`src/rtl/dm_dump_reader.sv`:
```
// dm_dump_reader: reads DEPTH_WORDS little-endian words from a byte-wide data memory and streams them out.
// Define DUMP_CHECKSUM_EN to append one XOR-checksum beat after the data words.
module dm_dump_reader #(
    parameter int unsigned ADDR_W      = 10,
    parameter int unsigned BASE_ADDR   = 0,
    parameter int unsigned DEPTH_WORDS = 7
) (
    input  logic              clock,
    input  logic              reset,
    input  logic              start,
    output logic              dm_rd,
    output logic [ADDR_W-1:0] dm_addr,
    input  logic [7:0]        dm_rdata,
    output logic              out_valid,
    input  logic              out_ready,
    output logic [31:0]       out_data,
    output logic [ADDR_W-1:0] out_addr,
    output logic              out_last,
    output logic              busy,
    output logic              done
);
    localparam int unsigned       WC_W      = (DEPTH_WORDS > 1) ? $clog2(DEPTH_WORDS) : 1;
    localparam logic [ADDR_W-1:0] BASE      = ADDR_W'(BASE_ADDR);
    localparam logic [WC_W-1:0]   LAST_WORD = WC_W'(DEPTH_WORDS - 1);

    typedef enum logic [2:0] {S_IDLE, S_ISSUE, S_CAPT, S_PUSH, S_DONE} state_t;

    state_t            state_q;
    logic [1:0]        byte_cnt_q;
    logic [WC_W-1:0]   word_cnt_q;
    logic [ADDR_W-1:0] word_addr_q;
    logic [ADDR_W-1:0] dm_addr_q;
    logic [31:0]       asm_q;
    logic              dm_rd_q;
    logic              out_valid_q;
    logic              out_last_q;
    logic              busy_q;
    logic              done_q;
`ifdef DUMP_CHECKSUM_EN
    logic [31:0]       csum_q;
    logic              csum_beat_q;
`endif

    logic [1:0]        byte_cnt_d;
    logic [ADDR_W-1:0] word_addr_d;
    logic [31:0]       asm_d;

    // NOTE: combinational next-state uses blocking '=' with every output defaulted first, so no latch is inferred.
    always_comb begin
        byte_cnt_d  = byte_cnt_q + 2'd1;
        word_addr_d = word_addr_q + ADDR_W'(4);
        asm_d       = asm_q;
        asm_d[{byte_cnt_q, 3'b000} +: 8] = dm_rdata;
    end

    // NOTE: all state and outputs are registered with non-blocking '<=' so every read sees the pre-edge value.
    always_ff @(posedge clock) begin
        if (reset) begin
            state_q     <= S_IDLE;
            byte_cnt_q  <= '0;
            word_cnt_q  <= '0;
            word_addr_q <= '0;
            dm_addr_q   <= '0;
            asm_q       <= '0;
            dm_rd_q     <= 1'b0;
            out_valid_q <= 1'b0;
            out_last_q  <= 1'b0;
            busy_q      <= 1'b0;
            done_q      <= 1'b0;
`ifdef DUMP_CHECKSUM_EN
            csum_q      <= '0;
            csum_beat_q <= 1'b0;
`endif
        end else begin
            dm_rd_q <= 1'b0;
            done_q  <= 1'b0;
            case (state_q)
                S_IDLE: begin
                    if (start) begin
                        state_q     <= S_ISSUE;
                        busy_q      <= 1'b1;
                        byte_cnt_q  <= '0;
                        word_cnt_q  <= '0;
                        word_addr_q <= BASE;
                        dm_addr_q   <= BASE;
                        dm_rd_q     <= 1'b1;
`ifdef DUMP_CHECKSUM_EN
                        csum_q      <= '0;
                        csum_beat_q <= 1'b0;
`endif
                    end
                end
                S_ISSUE: state_q <= S_CAPT;
                S_CAPT: begin
                    asm_q <= asm_d;
                    if (byte_cnt_q != 2'd3) begin
                        byte_cnt_q <= byte_cnt_d;
                        dm_addr_q  <= word_addr_q + ADDR_W'(byte_cnt_d);
                        dm_rd_q    <= 1'b1;
                        state_q    <= S_ISSUE;
                    end else begin
                        out_valid_q <= 1'b1;
                        state_q     <= S_PUSH;
`ifdef DUMP_CHECKSUM_EN
                        out_last_q  <= 1'b0;
`else
                        out_last_q  <= (word_cnt_q == LAST_WORD);
`endif
                    end
                end
                S_PUSH: begin
                    if (out_ready) begin
                        out_valid_q <= 1'b0;
                        out_last_q  <= 1'b0;
                        if (word_cnt_q != LAST_WORD) begin
                            word_cnt_q  <= word_cnt_q + WC_W'(1);
                            word_addr_q <= word_addr_d;
                            dm_addr_q   <= word_addr_d;
                            byte_cnt_q  <= '0;
                            dm_rd_q     <= 1'b1;
                            state_q     <= S_ISSUE;
`ifdef DUMP_CHECKSUM_EN
                            csum_q      <= csum_q ^ asm_q;
`endif
                        end
`ifdef DUMP_CHECKSUM_EN
                        // Final data word just left: reuse the word register for the checksum beat.
                        else if (!csum_beat_q) begin
                            csum_beat_q <= 1'b1;
                            asm_q       <= csum_q ^ asm_q;
                            word_addr_q <= BASE;
                            out_valid_q <= 1'b1;
                            out_last_q  <= 1'b1;
                        end
`endif
                        else begin
                            done_q  <= 1'b1;
                            state_q <= S_DONE;
                        end
                    end
                end
                S_DONE: begin
                    busy_q  <= 1'b0;
                    state_q <= S_IDLE;
                end
                default: state_q <= S_IDLE;
            endcase
        end
    end

    assign dm_rd     = dm_rd_q;
    assign dm_addr   = dm_addr_q;
    assign out_valid = out_valid_q;
    assign out_data  = asm_q;
    assign out_addr  = word_addr_q;
    assign out_last  = out_last_q;
    assign busy      = busy_q;
    assign done      = done_q;
endmodule
```
`config.mk`:
```
export PLATFORM = sky130hd
export DESIGN_NAME = dm_dump_reader
export DESIGN_NICKNAME = d
export VERILOG_FILES = /design/src/rtl/dm_dump_reader.sv
export SDC_FILE = /design/constraint.sdc
export NUM_CORES = 1
export LEC_CHECK = 0
export ABC_AREA = 1
export CORE_ASPECT_RATIO = 2
export CORE_MARGIN = 5
export CORE_UTILIZATION = 45
export CTS_CLUSTER_SIZE = 20
export DETAILED_ROUTE_END_ITERATION = 16
export PLACE_DENSITY = 0.72
export SLEW_MARGIN = 20
export SYNTH_ARGS = -nofsm -noshare
export SYNTH_HDL_FRONTEND = slang
export SYNTH_SLANG_ARGS = --single-unit
```
`constraint.sdc`:
```
create_clock -name clock -period 2.8 [get_ports clock]
set_clock_uncertainty 0.2 [all_clocks]
set_input_delay 0.84 -clock clock [delete_from_list [all_inputs] [get_ports clock]]
set_output_delay 0.84 -clock clock [all_outputs]
set_load 0.01 [all_outputs]
```
==> summary.txt <==
Clocking
  – Worst-path clk slew: about 50 ps
  – CTS resizes: 0
  – Cts hold-fix bufs: 0
  – Max Root-Sink Buffers: 2
  – Htree depth: 3
  – CTS tree: built
  – Sinks on Clock Net: 63
  – TritonCTS Buffers: 9
  – Post-CTS setup buffer count: 0
  – Clock root cell: clkbuf_16
  – Worst-Skew Late Latency: between 300 and 400 ps

Worst setup path
  – Worst Setup End Kind: output pin
  – Crit Path Class: reg2out
  – Crit path max-delay cell type: clkdlybuf4s50_1
  – Crit Path Max Fanout: 11
  – Worst path cell trace: clkdlybuf4s50_1
  – Worst path required time: 1760 ps
  – Critical path startpoint category: flip-flop
  – CP max stage delay: 620 ps
  – WP data arrival: 1490 ps
  – Critical path's top delay family: buffers and inverters
  – Worst path bufs/invs: 1

Global routing
  – Largest net degree at the start of global routing: 30
  – Overflow after GRT: 0
  – Met1 track demand over resource: 0.203
  – First-pass GRT wire length: 13500 um
  – Vias in the first global route: 2995
  – M2 GR Usage: 0.366
  – Grt met3 use: 0.0482
  – GR peak layer: met2
  – Global Route Usage Sum: 0.204
  – Initial antenna violation count: 0

Cells and area
  – Share of cells above drive strength 1: 0.0923
  – Nets: 526
  – Post-synthesis to final-layout area growth: 32.0%
  – Design Area, Final: 4130 um2
  – Finished Layout Cells: between 500 and 600
  – Diodes inserted: 0
  – Fin util: 0.600

Route
  – Antenna viol nets, final: 0
  – Drt wl/cell: 13.9 um
  – Vias: 3092
  – Final wirelength: 8300 um
  – Vias/cell: just over 5
  – Pre-antenna DRT Iters: 5
  – Number of DRC markers in iteration 0: 253
  – DRC: 0

Timing
  – Setup ws final: 271 ps
  – Final period utilization: 0.903
  – Final min period: 2530 ps
  – Total negative slack: 0 ps
  – Setup violations, final: 0
  – Peak Freq: 0.395 GHz
  – Unrepaired setup endpoints after global routing: no
  – Slew Limit Fails: 0
  – Hold WS: 264 ps
  – Hold Vio Cnt, Final: 0

Die
  – Top-Level Pins: 69
  – Die Wd: 69.0 um
  – Die Area: a little under 9000 um2
  – Height of the chip: 128 um
  – Core Rows: 43
  – Core Area: around 6900 um2
  – Initial Utilization: 0.454

Power and ir drop
  – Total chip power: 2.53 mW
  – P_leak: 1.71 nW
  – Peak VDD IR: 0.381 mV
  – PwrDens: around 610 nW/um2

Placed design
  – Pre-CTS setup slack: 349 ps
  – IO Port Bufs: 66
  – Placed cell count: a little under 600
  – Detailed placement HPWL: 6270 um
  – GP Congestion: between 0.9 and 1
  – Placed cell areas: 3830 um2

Yosys
  – Synth top area cells: dfxtp_1 40%, nand2_1 12%, nor2_1 7.1%
  – Mapped Cells: 441
  – Avg Cell Area, Syn: 7.09 um2
  – Post-Synthesis Cell Area: 3130 um2
  – Synth Register Bits: 63
  – Seq/Total Area, Yosys: 0.403
  – Top_reg_cell synth: dfxtp_1
  – Asr flop ratio synth: 0
  – Distinct cells, synth: 31
  – Most frequent cell after synthesis: nand2_1
  – Post-synth EDFFs: 0
  – Synth top area share: 0.403
  – Synth top cells by count: 101 x nand2_1, 63 x dfxtp_1, 59 x nor2_1, 41 x nand3_1, 37 x a21oi_1
  – Largest area contributor in the netlist: dfxtp_1
  – Yosys warns: 0

Job
  – MaxCap Viol Count: 0

Outcome
  – Run status: complete, no violations

Min path
  – Hold WC Path Type: reg2reg
## layer usage
layer,vias to the layer above,share of wire
li1,1547,-
met1,1402,0.36
met2,117,0.56
met3,26,0.047
met4,0,0.042
met5,-,0
## placed cells by master, fill, tap and decap left out, drive strengths merged
master,netlist,layout
conb,1,3
buf,12,7
nor2,63,63
bufinv,0,1
o31ai,1,1
nand4,2,2
nand2,110,110
dfxtp,63,63
a21oi,39,39
clkinv,1,4
nand3,44,44
ha,9,9
inv,39,39
clkdlybuf4s50,0,66
clkbuf,10,11
and2,2,2
xnor2,1,1
nor3,13,13
or2,1,1
o211a,8,8
o21ai,22,22
## registers in the layout (all words and copies together), names as in the netlist
register / count
out_data: 32
dm_addr: 10
out_addr: 8
state_q: 3
word_cnt_q: 3
byte_cnt_q: 2
busy: 1
dm_rd: 1
done: 1
out_last: 1
out_valid: 1
## final timing paths
kind	from	end	slack (ps)	cells after the start
max reg2reg	byte_cnt_q[0]$_SDFFE_PP0P_	out_data[18]$_SDFFE_PP0P_	750	8
min reg2reg	out_last$_SDFFE_PP0P_	out_last$_SDFFE_PP0P_	260	2
max	out_addr[5]$_SDFFE_PP0P_	out_addr[5]	270	1
min	out_last$_SDFFE_PP0P_	out_last$_SDFFE_PP0P_	260	2
## area by class of cell
| class | instances | area [um2] |
|---|---|---|
| multi-input cells | 318 | 1590 |
| flip-flops and latches | 63 | 1260 |
| clock buffers | 11 | 253 |
| clock inverters | 4 | 45.0 |
| fillers | 674 | 2760 |
| inverters | 40 | 150 |
| repair buffers | 73 | 713 |
| well taps | 90 | 113 |
## power by group
part / switching [mW] / internal, mW / total (mW)
clock: 0.375 / 0.726 / 1.10
sequential: 0.0558 / 0.949 / 1.00
combinational: 0.245 / 0.180 / 0.425
## kinds of logic after synthesis
logic type / synth area share
buffers and inverters: 0.0896
XOR/XNOR: 0.00280
AO/OA/AOI/OAI: 0.128
adder cells (fa/ha/maj): 0.0360
other: 0.00120
AND/OR/NAND/NOR: 0.339
flip-flops: 0.403
Note: power is estimated with default switching activity, not from simulation.
